==> config.mk <==
export PLATFORM = sky130hd
export DESIGN_NAME = timer_peripheral
export DESIGN_NICKNAME = d
export VERILOG_FILES = /design/src/rtl/timer_peripheral.sv
export SDC_FILE = /design/constraint.sdc
export NUM_CORES = 1
export LEC_CHECK = 0
export BUFFER_PORTS_ARGS = -buffer_cell sky130_fd_sc_hd__buf_2
export CAP_MARGIN = 20
export CORE_AREA = 2 2 156 158
export DETAILED_ROUTE_END_ITERATION = 10
export DIE_AREA = 0 0 158 160
export GPL_TIMING_DRIVEN = 0
export PLACE_DENSITY = 0.52
export SETUP_SLACK_MARGIN = 0.5
export SLEW_MARGIN = 20
export SYNTH_ARGS = -nofsm -noshare
export SYNTH_HDL_FRONTEND = slang
export SYNTH_SLANG_ARGS = --single-unit
==> constraint.sdc <==
create_clock -name clk -period 2.9 [get_ports clk]
set_input_delay 0.435 -clock clk [delete_from_list [all_inputs] [get_ports clk]]
set_output_delay 0.435 -clock clk [all_outputs]
set_load 0.01 [all_outputs]
==> src/rtl/timer_peripheral.sv <==
// Reloading 32-bit timer with IRQ, LED, switch,
// 7-segment and system-tick registers on the data bus.
module timer_peripheral (
  input  logic        clk,
  input  logic        reset,
  input  logic [31:0] addr,
  input  logic [31:0] wdata,
  input  logic        MemRd,
  input  logic        MemWr,
  input  logic [7:0]  switch,
  output logic [31:0] rdata,
  output logic [7:0]  led,
  output logic [11:0] digi,
  output logic        irqout
);

  localparam logic [29:0] A_TH   = 30'h1000_0000;
  localparam logic [29:0] A_TL   = 30'h1000_0001;
  localparam logic [29:0] A_TCON = 30'h1000_0002;
  localparam logic [29:0] A_LED  = 30'h1000_0003;
  localparam logic [29:0] A_SW   = 30'h1000_0004;
  localparam logic [29:0] A_DIGI = 30'h1000_0005;
  localparam logic [29:0] A_TICK = 30'h1000_0006;

  logic [31:0] th_q, th_d;
  logic [31:0] tl_q, tl_d;
  logic [2:0]  tcon_q, tcon_d;
  logic [7:0]  led_q, led_d;
  logic [11:0] digi_q, digi_d;
  logic [31:0] tick_q, tick_d;

  logic [29:0] wa;
  logic        sel_th, sel_tl, sel_tcon;
  logic        sel_led, sel_sw, sel_digi;
  logic        sel_tick;
  logic        wr_tl, ovf;
  logic        unused_addr_bits;

  assign wa       = addr[31:2];
  assign unused_addr_bits = ^addr[1:0];
  assign sel_th   = (wa == A_TH);
  assign sel_tl   = (wa == A_TL);
  assign sel_tcon = (wa == A_TCON);
  assign sel_led  = (wa == A_LED);
  assign sel_sw   = (wa == A_SW);
  assign sel_digi = (wa == A_DIGI);
  assign sel_tick = (wa == A_TICK);

  // A TL store pre-empts both counting and overflow.
  assign wr_tl = MemWr & sel_tl;
  assign ovf   = tcon_q[0] & ~wr_tl & (&tl_q);

  assign led    = led_q;
  assign digi   = digi_q;
  assign irqout = tcon_q[2] & tcon_q[1];

  // Combinational read mux; zero when idle or unmapped.
  always_comb begin
    rdata = '0;
    if (MemRd) begin
      unique case (1'b1)
        sel_th:   rdata = th_q;
        sel_tl:   rdata = tl_q;
        sel_tcon: rdata = {29'd0, tcon_q};
        sel_led:  rdata = {24'd0, led_q};
        sel_sw:   rdata = {24'd0, switch};
        sel_digi: rdata = {20'd0, digi_q};
        sel_tick: rdata = tick_q;
        default:  rdata = '0;
      endcase
    end
  end

  // Next-state for bus writes, timer and systick.
  always_comb begin
    th_d   = th_q;
    tl_d   = tl_q;
    tcon_d = tcon_q;
    led_d  = led_q;
    digi_d = digi_q;
    tick_d = tick_q + 32'd1;

    if (wr_tl) begin
      tl_d = wdata;
    end else if (tcon_q[0]) begin
      tl_d = ovf ? th_q : tl_q + 32'd1;
    end

    if (MemWr & sel_tcon) begin
      tcon_d[1:0] = wdata[1:0];
      tcon_d[2]   = wdata[2] | (ovf & wdata[1]);
    end else if (ovf & tcon_q[1]) begin
      tcon_d[2] = 1'b1;
    end

    if (MemWr & sel_th)   th_d   = wdata;
    if (MemWr & sel_led)  led_d  = wdata[7:0];
    if (MemWr & sel_digi) digi_d = wdata[11:0];
  end

  // State registers, cleared asynchronously.
  always_ff @(posedge clk or negedge reset) begin
    if (!reset) begin
      th_q   <= '0;
      tl_q   <= '0;
      tcon_q <= '0;
      led_q  <= '0;
      digi_q <= '0;
      tick_q <= '0;
    end else begin
      th_q   <= th_d;
      tl_q   <= tl_d;
      tcon_q <= tcon_d;
      led_q  <= led_d;
      digi_q <= digi_d;
      tick_q <= tick_d;
    end
  end

endmodule

==> run summary, run 1 <==
MIN PATH
--------------------------------------------------------------------------------
Classification of the worst-slack hold path                               in2reg

POWER AND IR DROP
--------------------------------------------------------------------------------
Switching part of the total power                                          22.5%
Portion of total power attributed to combinational logic                    5.2%
Part of the power in the clock network                                     53.1%
Largest voltage drop on the vdd net                                     0.308 mV
Total net switching power                                             0.000895 W
Internal power                                                         0.00309 W
Leak pwr                                                                 4.23 nW
PwrDens                                                              411 mW/mm^2
Sequential power share                                                     41.7%
Total Power                                                            0.00398 W

ROUTE
--------------------------------------------------------------------------------
WL per Instance                                                          19.6 um
Total detailed-routing wirelength                                        24.3 mm
Vias per cell                                                               5.11
Via count                                                                   6318
DRC marker count from the first detailed-route iteration                     412
Number of detailed-routing iterations run before antenna repair                5
Antenna-violating nets left                                                    0
DR DRC count                                                                   0

DIE
--------------------------------------------------------------------------------
Rows                                                                          57
Die width                                                                 158 um
Placeable core area                                                  0.0238 mm^2
Count of boundary I/O pins                                                   129
Die boundary height                                                       160 um
Initial Util                                                               29.1%
Area of the die                                                      0.0253 mm^2

TIMING
--------------------------------------------------------------------------------
Post-route setup TNS                                                        0 ns
Clock tree skew after final layout                                    0.00883 ns
Endpoints failing hold                                                         0
Unrepaired setup endpoints after global routing                              yes
Period utilisation layout                                                  94.1%
Transition time of the tightest slew-check pin                          0.729 ns
Remaining max-slew budget at the tightest pin                              51.4%
Count of pins over their slew limit                                            0
Fin crit period                                                          2.73 ns
Number of setup violations in the final report                                 0
Maximum clock rate                                                     0.366 GHz

WORST SETUP PATH
--------------------------------------------------------------------------------
Path type of the worst setup path                                         in2out
Endpoint class of the critical path                                   output pin
CP Data Arrival Time                                                     2.29 ns
Critical path fanouts, max                                                     8
Data required time at the worst endpoint                                 2.47 ns
Startpoint kind of the worst setup timing path                         input pin

LAYOUT
--------------------------------------------------------------------------------
Area added between synthesis and finish                                    39.7%
Diodes inserted                                                                0
Final cell area excluding filler cells                              0.00968 mm^2
# nets final                                                                 979
Proportion of layout cells with a drive suffix above 1                     42.7%
Fill cell instance count of the final layout                                2438

RUN STATUS
--------------------------------------------------------------------------------
Run status                                                          complete, no violations

YOSYS
--------------------------------------------------------------------------------
Cells after Synth                                                            710
Count of distinct cell types in the synthesized netlist                       56
Sequential element share of the synthesized area                           43.0%
Top_reg_cell synth                                                  sky130_fd_sc_hd__dfrtp_1
Post-synth EDFFs                                                               0
Area leader, netlist                                                sky130_fd_sc_hd__dfrtp_1
Share of async-settable or async-resettable flops after synthesis           100%
Ranking of synthesized cells by area                                sky130_fd_sc_hd__dfrtp_1, sky130_fd_sc_hd__mux2_2, sky130_fd_sc_hd__nor2_1, sky130_fd_sc_hd__xnor2_1, sky130_fd_sc_hd__a22oi_1
FF+latch count, synth                                                        119
Post-synth top area share                                                  43.0%
Number of synthesis warnings                                                   0
Syn nets                                                                     788
Cell Area, Synth                                                    0.00693 mm^2
Syn Area/Cell                                                          9.76 um^2

PLACEMENT
--------------------------------------------------------------------------------
Number of input and output port buffers inserted                             126
Global placement routability congestion                                    0.881
Placed instance area                                                0.00823 mm^2
DP HPWL                                                                  17.3 mm

GRT
--------------------------------------------------------------------------------
Global-route wire length before repair                                   37.3 mm
Remaining global-route overflow                                                0
Via count of the first global-routing pass                                  6263
Total global routing track utilization                                     19.6%
Antenna violations before repair                                               0
Largest net degree at the start of global routing                             64

CTS
--------------------------------------------------------------------------------
TritonCTS buffer count                                                        17
Clock Tree Root                                                     sky130_fd_sc_hd__clkbuf_16
Clock slew at reported path FFs                                          0.05 ns
Sinks on the clock net                                                       119
Clk buf depth                                                                  2
Clock insertion delay at the later pin of the skew report                0.42 ns
TritonCTS clock tree                                                        done
Maximum level of the CTS H-tree                                                4

RUN
--------------------------------------------------------------------------------
Number of maximum-capacitance constraint violations                            0

==> power groups by stage <==
stage | registers [W] | clock network (W) | logic [W]
floorplan | 0.00169 | 0 | 0.0000554
global placement | 0.00169 | 0 | 0.000181
detailed placement | 0.00169 | 0 | 0.000187
CTS | 0.00166 | 0.00215 | 0.000202
global route | 0.00166 | 0.00221 | 0.000228
finish | 0.00166 | 0.00212 | 0.000205
==> worst max-delay path, stage by stage <==
cell                        delay, ns
sky130_fd_sc_hd__buf_6           0.09
sky130_fd_sc_hd__nor4_4          0.24
sky130_fd_sc_hd__nand2_1         0.10
sky130_fd_sc_hd__or3_4           0.41
sky130_fd_sc_hd__buf_12          0.15
sky130_fd_sc_hd__nor3_4          0.18
sky130_fd_sc_hd__buf_12          0.19
sky130_fd_sc_hd__clkbuf_16       0.17
sky130_fd_sc_hd__a2bb2oi_1       0.06
sky130_fd_sc_hd__nor2_1          0.11
sky130_fd_sc_hd__buf_2           0.15
==> synth_stat cells (3+ instances only) <==
cell type                   count
sky130_fd_sc_hd__a211oi_1       6
sky130_fd_sc_hd__nand3_1       26
sky130_fd_sc_hd__a22o_1        10
sky130_fd_sc_hd__o21ai_0       13
sky130_fd_sc_hd__o22ai_1       10
sky130_fd_sc_hd__dfrtp_1      119
sky130_fd_sc_hd__a221oi_1       4
sky130_fd_sc_hd__and2_1         8
sky130_fd_sc_hd__xor2_1        18
sky130_fd_sc_hd__buf_1          4
sky130_fd_sc_hd__nor2_1        87
sky130_fd_sc_hd__nor3_1         9
sky130_fd_sc_hd__nor2b_1        8
sky130_fd_sc_hd__buf_2          9
sky130_fd_sc_hd__and3_1        11
sky130_fd_sc_hd__inv_1         10
sky130_fd_sc_hd__clkbuf_1      24
sky130_fd_sc_hd__or3_1          4
sky130_fd_sc_hd__o21a_1         4
sky130_fd_sc_hd__a2bb2oi_1      4
sky130_fd_sc_hd__mux2_2        76
sky130_fd_sc_hd__o21ai_1        3
sky130_fd_sc_hd__mux2i_1       11
sky130_fd_sc_hd__and4_1         3
sky130_fd_sc_hd__nor3b_1        6
sky130_fd_sc_hd__nor4_1        14
sky130_fd_sc_hd__a21oi_1       27
sky130_fd_sc_hd__nand2_1       55
sky130_fd_sc_hd__a22oi_1       34
sky130_fd_sc_hd__xnor2_1       36
sky130_fd_sc_hd__nand4_1       21
==> registers in the layout (all words and copies together) (netlist names) <==
signal,cells
digi,12
tl_q,32
tick_q,32
th_q,32
tcon_q,3
led,8
==> final timing paths <==
| kind | start | endpoint | slack [ns] | cells after the start |
|---|---|---|---|---|
| max | addr[15] | rdata[9] | 0.17 | 11 |
| min | wdata[28] | tl_q[28] | 0.24 | 3 |
| max reg2reg | tl_q[5] | tl_q[9] | 0.51 | 8 |
| min reg2reg | tick_q[26] | tick_q[26] | 0.49 | 1 |
| max in group asynchronous | reset | tl_q[3] | 1.67 | 3 |
| min in group asynchronous | reset | tick_q[29] | 0.53 | 2 |
==> stage by stage <==
stage / util, % / hold WS (ns) / std cells / setup slack, ns
5_1_grt: 40.7 / 0.250 / 1237 / 0.0714
4_1_cts: 39.5 / 0.222 / 1218 / 0.140
3_3_place_gp: 34.4 / 0.475 / 1160 / -0.391
3_5_place_dp: 34.5 / 0.399 / 1161 / -0.373
2_1_floorplan: - / 0.139 / 710 / 0.438
6_report: 40.7 / 0.236 / 1237 / 0.170
==> what timing repair did <==
action,4_1_cts,5_1_grt
setup endpoints to repair,103,103
endpoints found under the hold margin,56,0
hold buffers,1,0
pin swaps,21,23
gates cloned,4,1
setup buffers,21,18
gates resized for setup,76,40
==> logic make-up after synthesis <==
family | after synthesis | synth area share, %
adder cells (fa/ha/maj) | 2 | 0.361
multiplexers | 87 | 13.9
buffers and inverters | 50 | 3.14
flip-flops | 119 | 43.0
AND/OR/NAND/NOR | 273 | 20.5
XOR/XNOR | 54 | 6.82
AO/OA/AOI/OAI | 125 | 12.3
==> metal layers <==
| layer | up-vias | global-route usage (%) | wire length (um) |
|---|---|---|---|
| li1 | 2977 | - | - |
| met1 | 3116 | 28.5 | 11500 |
| met2 | 195 | 29.4 | 11000 |
| met3 | 30 | 3.15 | 1280 |
| met4 | 0 | 7.00 | 471 |
| met5 | - | 0 | 0 |
==> placed cells by master (no fill, tap or decap), types with 11 or more instances in the layout <==
cell / n
sky130_fd_sc_hd__a21oi_1: 25
sky130_fd_sc_hd__a22oi_1: 18
sky130_fd_sc_hd__a22oi_2: 16
sky130_fd_sc_hd__and3_1: 11
sky130_fd_sc_hd__buf_2: 115
sky130_fd_sc_hd__buf_4: 42
sky130_fd_sc_hd__buf_6: 21
sky130_fd_sc_hd__clkbuf_16: 23
sky130_fd_sc_hd__dfrtp_1: 114
sky130_fd_sc_hd__mux2_2: 76
sky130_fd_sc_hd__mux2i_1: 11
sky130_fd_sc_hd__nand2_1: 53
sky130_fd_sc_hd__nand3_1: 26
sky130_fd_sc_hd__nand4_1: 21
sky130_fd_sc_hd__nor2_1: 63
sky130_fd_sc_hd__nor2_2: 19
sky130_fd_sc_hd__o21ai_0: 12
sky130_fd_sc_hd__xnor2_1: 36
sky130_fd_sc_hd__xor2_1: 18
==> cell type report <==
type | instances | area [um^2] | area share (%)
Timing Repair Buffer | 172 | 1160 | 12.0
Clock buffer | 23 | 488 | 5.04
Inverter | 10 | 37.5 | 0.388
Tap cell | 324 | 405 | 4.19
Multi-Input combinational cell | 541 | 4110 | 42.4
Buffer | 40 | 399 | 4.12
Clock inverter | 8 | 96.3 | 0.995
Sequential cell | 119 | 2980 | 30.8
Power figures use the tool's default switching activity.
==> run 2: changes to the inputs <==
--- a/config.mk
+++ b/config.mk
@@ -11,7 +11,8 @@
 export DETAILED_ROUTE_END_ITERATION = 10
 export DIE_AREA = 0 0 158 160
 export GPL_TIMING_DRIVEN = 0
-export PLACE_DENSITY = 0.52
+export PLACE_DENSITY = 0.53
+export RECOVER_POWER = 25
 export SETUP_SLACK_MARGIN = 0.5
 export SLEW_MARGIN = 20
 export SYNTH_ARGS = -nofsm -noshare
==> constraint.sdc (replaced) <==
create_clock -name clk -period 2.42 [get_ports clk]
set_input_delay 0.363 -clock clk [delete_from_list [all_inputs] [get_ports clk]]
set_output_delay 0.363 -clock clk [all_outputs]
set_load 0.01 [all_outputs]
==> run 2 against run 1 <==
The flow now finishes with violations (setup timing). Clock-buffer cell count is 3 lower. Sequential share of layout area is 2.8 points lower. Critical path depth is the same. Setup slack got worse by 0.34 ns. Wire length is 6.2% higher. Power up 27%. First-iteration DRC count up 25%. Design area rose by 10%. Clock skew decreased by 0.0010 ns. Highest routed layer unchanged.
==> run summary, run 2 (same netlist as run 1, synthesis figures left out) <==
PLACEMENT
------------------------------------------------------------------------------
Global placement routability congestion                                  0.886   +0.56%
DP HPWL                                                                17.4 mm   +0.76%
Worst slack at placement                                             -0.705 ns   -0.332 ns
Placed instance area                                              0.00835 mm^2   +1.5%
Number of input and output port buffers inserted                           126   unchanged

TIMING
------------------------------------------------------------------------------
Remaining max-slew budget at the tightest pin                            13.5%   -38 points
Count of pins over their slew limit                                          0   unchanged
Endpoints failing hold                                                       0   unchanged
Maximum clock rate                                                   0.385 GHz
Period utilisation layout                                                 107%
Unrepaired setup endpoints after global routing                            yes
Setup slack of the critical path after layout                        -0.174 ns   -0.344 ns
Number of setup violations in the final report                              32   +32
Transition time of the tightest slew-check pin                         1.30 ns   +0.569 ns
Fin crit period                                                        2.59 ns
Clock tree skew after final layout                                  0.00781 ns   -0.00102 ns

POWER AND IR DROP
------------------------------------------------------------------------------
Switching part of the total power                                        22.0%   -0.45 points
Sequential power share                                                   39.2%   -2.5 points
Total net switching power                                            0.00112 W   +25%
Part of the power in the clock network                                   56.2%   +3.1 points
Portion of total power attributed to combinational logic                  4.6%   -0.6 points
Internal power                                                       0.00396 W   +28%
PwrDens                                                            474 mW/mm^2   +15%
Largest voltage drop on the vdd net                                   0.480 mV   +56%
Leak pwr                                                               4.60 nW   +8.9%
Total Power                                                          0.00507 W   +27%

GRT
------------------------------------------------------------------------------
Remaining global-route overflow                                              0   unchanged
Largest net degree at the start of global routing                           72   +13%
Global-route wire length before repair                                 39.0 mm   +4.4%
Antenna violations before repair                                             0   unchanged
Via count of the first global-routing pass                                6572   +4.9%
Total global routing track utilization                                   20.4%   +0.82 points

WORST SETUP PATH
------------------------------------------------------------------------------
Path type of the worst setup path                                       in2out
CP Data Arrival Time                                                   2.23 ns   -0.06 ns
Startpoint kind of the worst setup timing path                       input pin
Data required time at the worst endpoint                               2.06 ns   -0.41 ns
Critical path fanouts, max                                                   7   -1
Endpoint class of the critical path                                 output pin

ROUTE
------------------------------------------------------------------------------
Total detailed-routing wirelength                                      25.8 mm   +6.2%
Vias per cell                                                             5.16   +1.1%
Antenna-violating nets left                                                  0   unchanged
Number of detailed-routing iterations run before antenna repair              5   unchanged
WL per Instance                                                        20.2 um   +3.1%
DR DRC count                                                                 0   unchanged
Via count                                                                 6583   +4.2%
DRC marker count from the first detailed-route iteration                   514   +25%

CTS
------------------------------------------------------------------------------
Clk buf depth                                                                2   unchanged
Clock slew at reported path FFs                                        0.06 ns   about the same
Sinks on the clock net                                                     119   unchanged
Clock Tree Root                                                   sky130_fd_sc_hd__clkbuf_16
Maximum level of the CTS H-tree                                              4   unchanged
Clock insertion delay at the later pin of the skew report              0.43 ns   about the same
TritonCTS buffer count                                                      17   unchanged
TritonCTS clock tree                                                      done

DIE
------------------------------------------------------------------------------
Area of the die                                                    0.0253 mm^2   unchanged
Die boundary height                                                     160 um   unchanged
Placeable core area                                                0.0238 mm^2   unchanged
Count of boundary I/O pins                                                 129   unchanged
Die width                                                               158 um   unchanged
Initial Util                                                             29.1%   unchanged
Rows                                                                        57   unchanged

LAYOUT
------------------------------------------------------------------------------
Biggest registers after layout                                    th_q: 32 flops, tick_q: 32 flops, tl_q: 32 flops
Proportion of layout cells with a drive suffix above 1                   50.6%   +7.9 points
Most common cell after layout, fill and taps aside                sky130_fd_sc_hd__buf_2
Diodes inserted                                                              0   unchanged
Final cell area excluding filler cells                             0.0107 mm^2   +10%
Area added between synthesis and finish                                  54.3%
# nets final                                                              1016   +3.8%
Commonest cells after routing, fill and taps aside                sky130_fd_sc_hd__buf_2, sky130_fd_sc_hd__dfrtp_1, sky130_fd_sc_hd__nor2_1

RUN STATUS
------------------------------------------------------------------------------
Violated checks                                                   setup timing
Run status                                                        finished, violations left

RUN
------------------------------------------------------------------------------
Number of maximum-capacitance constraint violations                          0   unchanged

MIN PATH
------------------------------------------------------------------------------
Classification of the worst-slack hold path                             in2reg

[run 2: timing repair]
item                                    4_1_cts  5_1_grt
endpoints found under the hold margin        48        0
endpoints found under the setup margin      128      124
cloned                                        8        2
resized for setup                           149       58
buffers inserted                             49       22
hold buffers                                  1        0
pin swaps                                    68       43
[run 2: layer usage]
layer / GRT usage [%] / share of wire, % / wire [um]
met5: 0 / 0 / 0
met3: 3.83 / 5.0 / 1280
met1: 28.7 / 45 / 11700
met4: 5.57 / 1.9 / 478
met2: 32.2 / 48 / 12300
[run 2: metrics by stage]
| stage | setup TNS (ns) | utilization (%) | cells | hold slack, ns |
|---|---|---|---|---|
| after floorplan | 0 | - | 710 | 0.0674 |
| after global placement | -119.47 | 34.9 | 1160 | 0.476 |
| after detailed placement | -38.77 | 35.1 | 1161 | 0.301 |
| after CTS | -4.40 | 43.0 | 1251 | 0.147 |
| after global routing | -7.63 | 44.9 | 1275 | 0.174 |
| final | -4.27 | 44.9 | 1275 | 0.166 |
[run 2: final timing paths]
kind	slack, ns	from	to	depth (start not counted)
worst max register to register	0.04	tl_q[4]	tl_q[9]	7
max in group asynchronous	0.35	reset	tl_q[3]	3
worst min register to register	0.45	tick_q[0]	tick_q[0]	1
worst min-delay path	0.17	wdata[28]	tl_q[28]	3
worst max-delay path	-0.17	addr[20]	rdata[10]	11
min in group asynchronous	0.76	reset	tick_q[27]	2
[run 2: critical path, cell delays in order]
cell                        delay [ns]
sky130_fd_sc_hd__buf_2            0.11
sky130_fd_sc_hd__nor4b_4          0.27
sky130_fd_sc_hd__nand2_2          0.08
sky130_fd_sc_hd__or3_4            0.41
sky130_fd_sc_hd__buf_12           0.14
sky130_fd_sc_hd__nor3_4           0.17
sky130_fd_sc_hd__buf_12           0.19
sky130_fd_sc_hd__clkbuf_16        0.17
sky130_fd_sc_hd__a2bb2oi_1        0.09
sky130_fd_sc_hd__nor2_4           0.11
sky130_fd_sc_hd__buf_6            0.11
[run 2: power by group through the flow]
| stage | combinational (W) | sequential [W] | clock, W |
|---|---|---|---|
| after floorplan | 0.0000669 | 0.00203 | 0 |
| after global placement | 0.000216 | 0.00203 | 0 |
| after detailed placement | 0.000225 | 0.00203 | 0 |
| after CTS | 0.000236 | 0.00199 | 0.00288 |
| after global routing | 0.000258 | 0.00199 | 0.00297 |
| final | 0.000234 | 0.00199 | 0.00285 |
[run 2: cell type report]
class,count,area (um^2)
Fill cell,2274,13100
Clock inverter,12,198
Clock buffer,20,457
Sequential cell,119,3000
Tap cell,324,405
Buffer,40,507
Inverter,10,37.5
Multi-Input combinational cell,541,4510
Timing Repair Buffer,209,1590
==> run 3: changes to the inputs <==
--- a/config.mk
+++ b/config.mk
@@ -13,7 +13,7 @@
 export GPL_TIMING_DRIVEN = 0
 export PLACE_DENSITY = 0.53
 export RECOVER_POWER = 25
-export SETUP_SLACK_MARGIN = 0.5
+export SETUP_SLACK_MARGIN = 0.02
 export SLEW_MARGIN = 20
 export SYNTH_ARGS = -nofsm -noshare
 export SYNTH_HDL_FRONTEND = slang
==> run 3 against run 2 <==
Sequential share of layout area is 2.8 points higher. The run still ends with setup timing left. Fmax is 1.0% higher. Clock skew hardly changed. Largest cell class unchanged. Critical endpoint is now rdata[5]. First-iteration DRC count is 21% lower. Via count is 3.7% lower.
==> run summary, run 3 (same netlist as run 1, synthesis figures left out) <==
ROUTE
------------------------------------------------------------------------------
DRC marker count from the first detailed-route iteration                   406   -21%
DR DRC count                                                                 0   unchanged
Via count                                                                 6340   -3.7%
WL per Instance                                                        19.8 um   -2.1%
Top Metal Used                                                            met4
Met3 Routed Length                                                     1.34 mm   +4.6%
Metal-1 WL                                                             11.1 mm   -5.3%
Antenna-violating nets left                                                  0   unchanged
Number of detailed-routing iterations run before antenna repair              5   unchanged
Total detailed-routing wirelength                                      24.3 mm   -5.7%
Detailed-routed wire length on met2                                    11.4 mm   -7.3%
Vias per cell                                                             5.16   about the same

CTS
------------------------------------------------------------------------------
Clock slew at reported path FFs                                        0.05 ns   about the same
Clk buf depth                                                                2   unchanged
Clock insertion delay at the later pin of the skew report              0.42 ns   about the same
TritonCTS buffer count                                                      17   unchanged
Clock Tree Root                                                   sky130_fd_sc_hd__clkbuf_16
TritonCTS clock tree                                                      done
Maximum level of the CTS H-tree                                              4   unchanged
Sinks on the clock net                                                     119   unchanged

GRT
------------------------------------------------------------------------------
Total global routing track utilization                                   19.6%   -0.81 points
Largest net degree at the start of global routing                           69   -4.2%
Remaining global-route overflow                                              0   unchanged
Global-route wire length before repair                                 37.5 mm   -3.7%
Via count of the first global-routing pass                                6469   -1.6%
Antenna violations before repair                                             0   unchanged

RUN STATUS
------------------------------------------------------------------------------
Run status                                                        finished, violations left
Violated checks                                                   setup timing

POWER AND IR DROP
------------------------------------------------------------------------------
Sequential power share                                                   42.3%   +3.1 points
PwrDens                                                            487 mW/mm^2   +2.6%
Internal power                                                       0.00366 W   -7.5%
Leak pwr                                                               4.17 nW   -9.3%
Portion of total power attributed to combinational logic                  5.1%   +0.5 points
Total Power                                                          0.00471 W   -7.1%
Part of the power in the clock network                                   52.7%   -3.5 points
Switching part of the total power                                        22.3%   +0.29 points
Total net switching power                                            0.00105 W   -5.9%
Largest voltage drop on the vdd net                                   0.406 mV   -15%

MIN PATH
------------------------------------------------------------------------------
Classification of the worst-slack hold path                             in2reg
Hold Path Sink                                                        tl_q[28]
Hold depth                                                                   3   unchanged
Launch instance of the worst min-delay path                          wdata[28]

DIE
------------------------------------------------------------------------------
Rows                                                                        57   unchanged
Placeable core area                                                0.0238 mm^2   unchanged
Initial Util                                                             29.1%   unchanged
Die width                                                               158 um   unchanged
Count of boundary I/O pins                                                 129   unchanged
Area of the die                                                    0.0253 mm^2   unchanged
Die boundary height                                                     160 um   unchanged

TIMING
------------------------------------------------------------------------------
Clock tree skew after final layout                                  0.00822 ns   +0.000418 ns
Unrepaired setup endpoints after global routing                            yes
Period utilisation layout                                                 106%   -1.1 points
Transition time of the tightest slew-check pin                         1.36 ns   +0.0618 ns
Remaining max-slew budget at the tightest pin                            9.34%   -4.1 points
Number of setup violations in the final report                              29   -9.4%
Maximum clock rate                                                   0.389 GHz   +1.0%
Endpoints failing hold                                                       0   unchanged
Setup slack of the critical path after layout                        -0.148 ns   +0.0260 ns
Worst Hold Slack                                                      0.172 ns   +0.00614 ns
Post-route setup TNS                                                  -3.24 ns   +1.03 ns
Fin crit period                                                        2.57 ns   -0.0260 ns
Count of pins over their slew limit                                          0   unchanged

WORST SETUP PATH
------------------------------------------------------------------------------
Minimum setup slack among reg-to-reg paths                             0.08 ns   +0.04 ns
Startpoint of the lowest-slack register-to-register path               tl_q[4]
Path type of the worst setup path                                       in2out
Endpoint of the most critical register-to-register path                tl_q[9]
Endpoint class of the critical path                                 output pin
Logic depth of the worst register-to-register path                           7   unchanged
CP Data Arrival Time                                                   2.21 ns   -0.02 ns
Data required time at the worst endpoint                               2.06 ns   about the same
Critical path fanouts, max                                                   5   -2
Startpoint kind of the worst setup timing path                       input pin

PLACEMENT
------------------------------------------------------------------------------
Global placement routability congestion                                  0.872   -1.5%
DP HPWL                                                                17.2 mm   -1.1%
Worst slack at placement                                             -0.922 ns   -0.217 ns
Number of input and output port buffers inserted                           126   unchanged
Placed cells                                                              1161   unchanged

LAYOUT
------------------------------------------------------------------------------
Proportion of layout cells with a drive suffix above 1                   41.5%   -9.1 points
Most common cell after layout, fill and taps aside                sky130_fd_sc_hd__dfrtp_1
# nets final                                                               969   -4.6%
Non-Filler Instances                                                      1228   -3.7%
Area of the multi-input gates                                     0.00415 mm^2   -8.0%
Area added between synthesis and finish                                  39.6%
Biggest registers after layout                                    th_q: 32 flops, tick_q: 32 flops, tl_q: 32 flops
Fill cell instance count of the final layout                              2396   +5.4%
Area used by sequential logic in the layout                       0.00299 mm^2   -0.38%
Commonest cells after routing, fill and taps aside                sky130_fd_sc_hd__dfrtp_1, sky130_fd_sc_hd__buf_2, sky130_fd_sc_hd__mux2_2

RUN
------------------------------------------------------------------------------
Number of maximum-capacitance constraint violations                          0   unchanged

## run 3: cell count changes in the layout (fill, tap and decap cells not counted), moves of 9 or more
| cell | change |
|---|---|
| sky130_fd_sc_hd__buf_4 | -20 |
| sky130_fd_sc_hd__mux2_2 | +20 |
| sky130_fd_sc_hd__mux2_4 | -20 |
| sky130_fd_sc_hd__nor2_2 | -16 |
| sky130_fd_sc_hd__a21oi_1 | +9 |
| sky130_fd_sc_hd__buf_2 | -9 |
| sky130_fd_sc_hd__dfrtp_1 | +9 |
| sky130_fd_sc_hd__dfrtp_2 | -9 |
| sky130_fd_sc_hd__nor2_4 | +9 |
## run 3: how the worst max path moves through the flow
stage,start,end,slack (ns),cells past startpoint
CTS,addr[26],rdata[10],-0.25,11
global placement,addr[6],rdata[5],-0.94,9
finish,addr[20],rdata[5],-0.15,10
floorplan,addr[6],rdata[5],0.04,7
detailed placement,addr[16],rdata[31],-0.92,11
global route,addr[15],rdata[23],-0.26,11
## run 3: layout make-up
cell class | instances | area share, %
repair buffers | 165 | 12.0
multi-input cells | 541 | 42.8
plain buffers | 37 | 3.78
inverters | 10 | 0.388
well taps | 324 | 4.19
clock buffers | 22 | 4.90
clock inverters | 9 | 1.03
diodes | 1 | 0.0259
flip-flops and latches | 119 | 30.8
## run 3: timing repair
action | in CTS | in global routing
setup buffers | 26 | 6
hold endpoints to repair | 51 | 0
setup endpoints to repair | 103 | 107
cloned | 4 | 2
resized for setup | 114 | 69
pin swaps | 27 | 19
hold buffers | 1 | 0
## run 3: layer usage
metal / vias up / global-route usage (%)
li1: 2957 / -
met1: 3154 / 27.2
met2: 195 / 30.7
met3: 34 / 3.69
met4: 0 / 6.67
met5: - / 0
## run 3: worst max-delay path, cell delays in order
cell and delay (ns):
sky130_fd_sc_hd__buf_2 0.11, sky130_fd_sc_hd__nor4b_4 0.23, sky130_fd_sc_hd__nand2_1 0.10, sky130_fd_sc_hd__or3_4 0.42, sky130_fd_sc_hd__buf_12 0.15, sky130_fd_sc_hd__nand4b_1 0.22, sky130_fd_sc_hd__buf_4 0.19, sky130_fd_sc_hd__clkbuf_16 0.17
sky130_fd_sc_hd__a21oi_4 0.13, sky130_fd_sc_hd__buf_6 0.12
## run 3: through the flow
| step | utilization, % | cell area [um^2] |
|---|---|---|
| finish | 40.6 | 9680 |
| global route | 40.6 | 9680 |
| CTS | 39.2 | 9350 |
| detailed placement | 33.7 | 8030 |
| global placement | 33.5 | 7980 |
| floorplan | - | 6950 |
## run 3: power by group through the flow
| stage | registers [W] | logic (W) | clock network (W) |
|---|---|---|---|
| final | 0.00199 | 0.000238 | 0.00248 |
| after global routing | 0.00199 | 0.000263 | 0.00262 |
| after CTS | 0.00199 | 0.000234 | 0.00252 |
| after detailed placement | 0.00203 | 0.000218 | 0 |
| after global placement | 0.00203 | 0.000210 | 0 |
| after floorplan | 0.00203 | 0.0000634 | 0 |
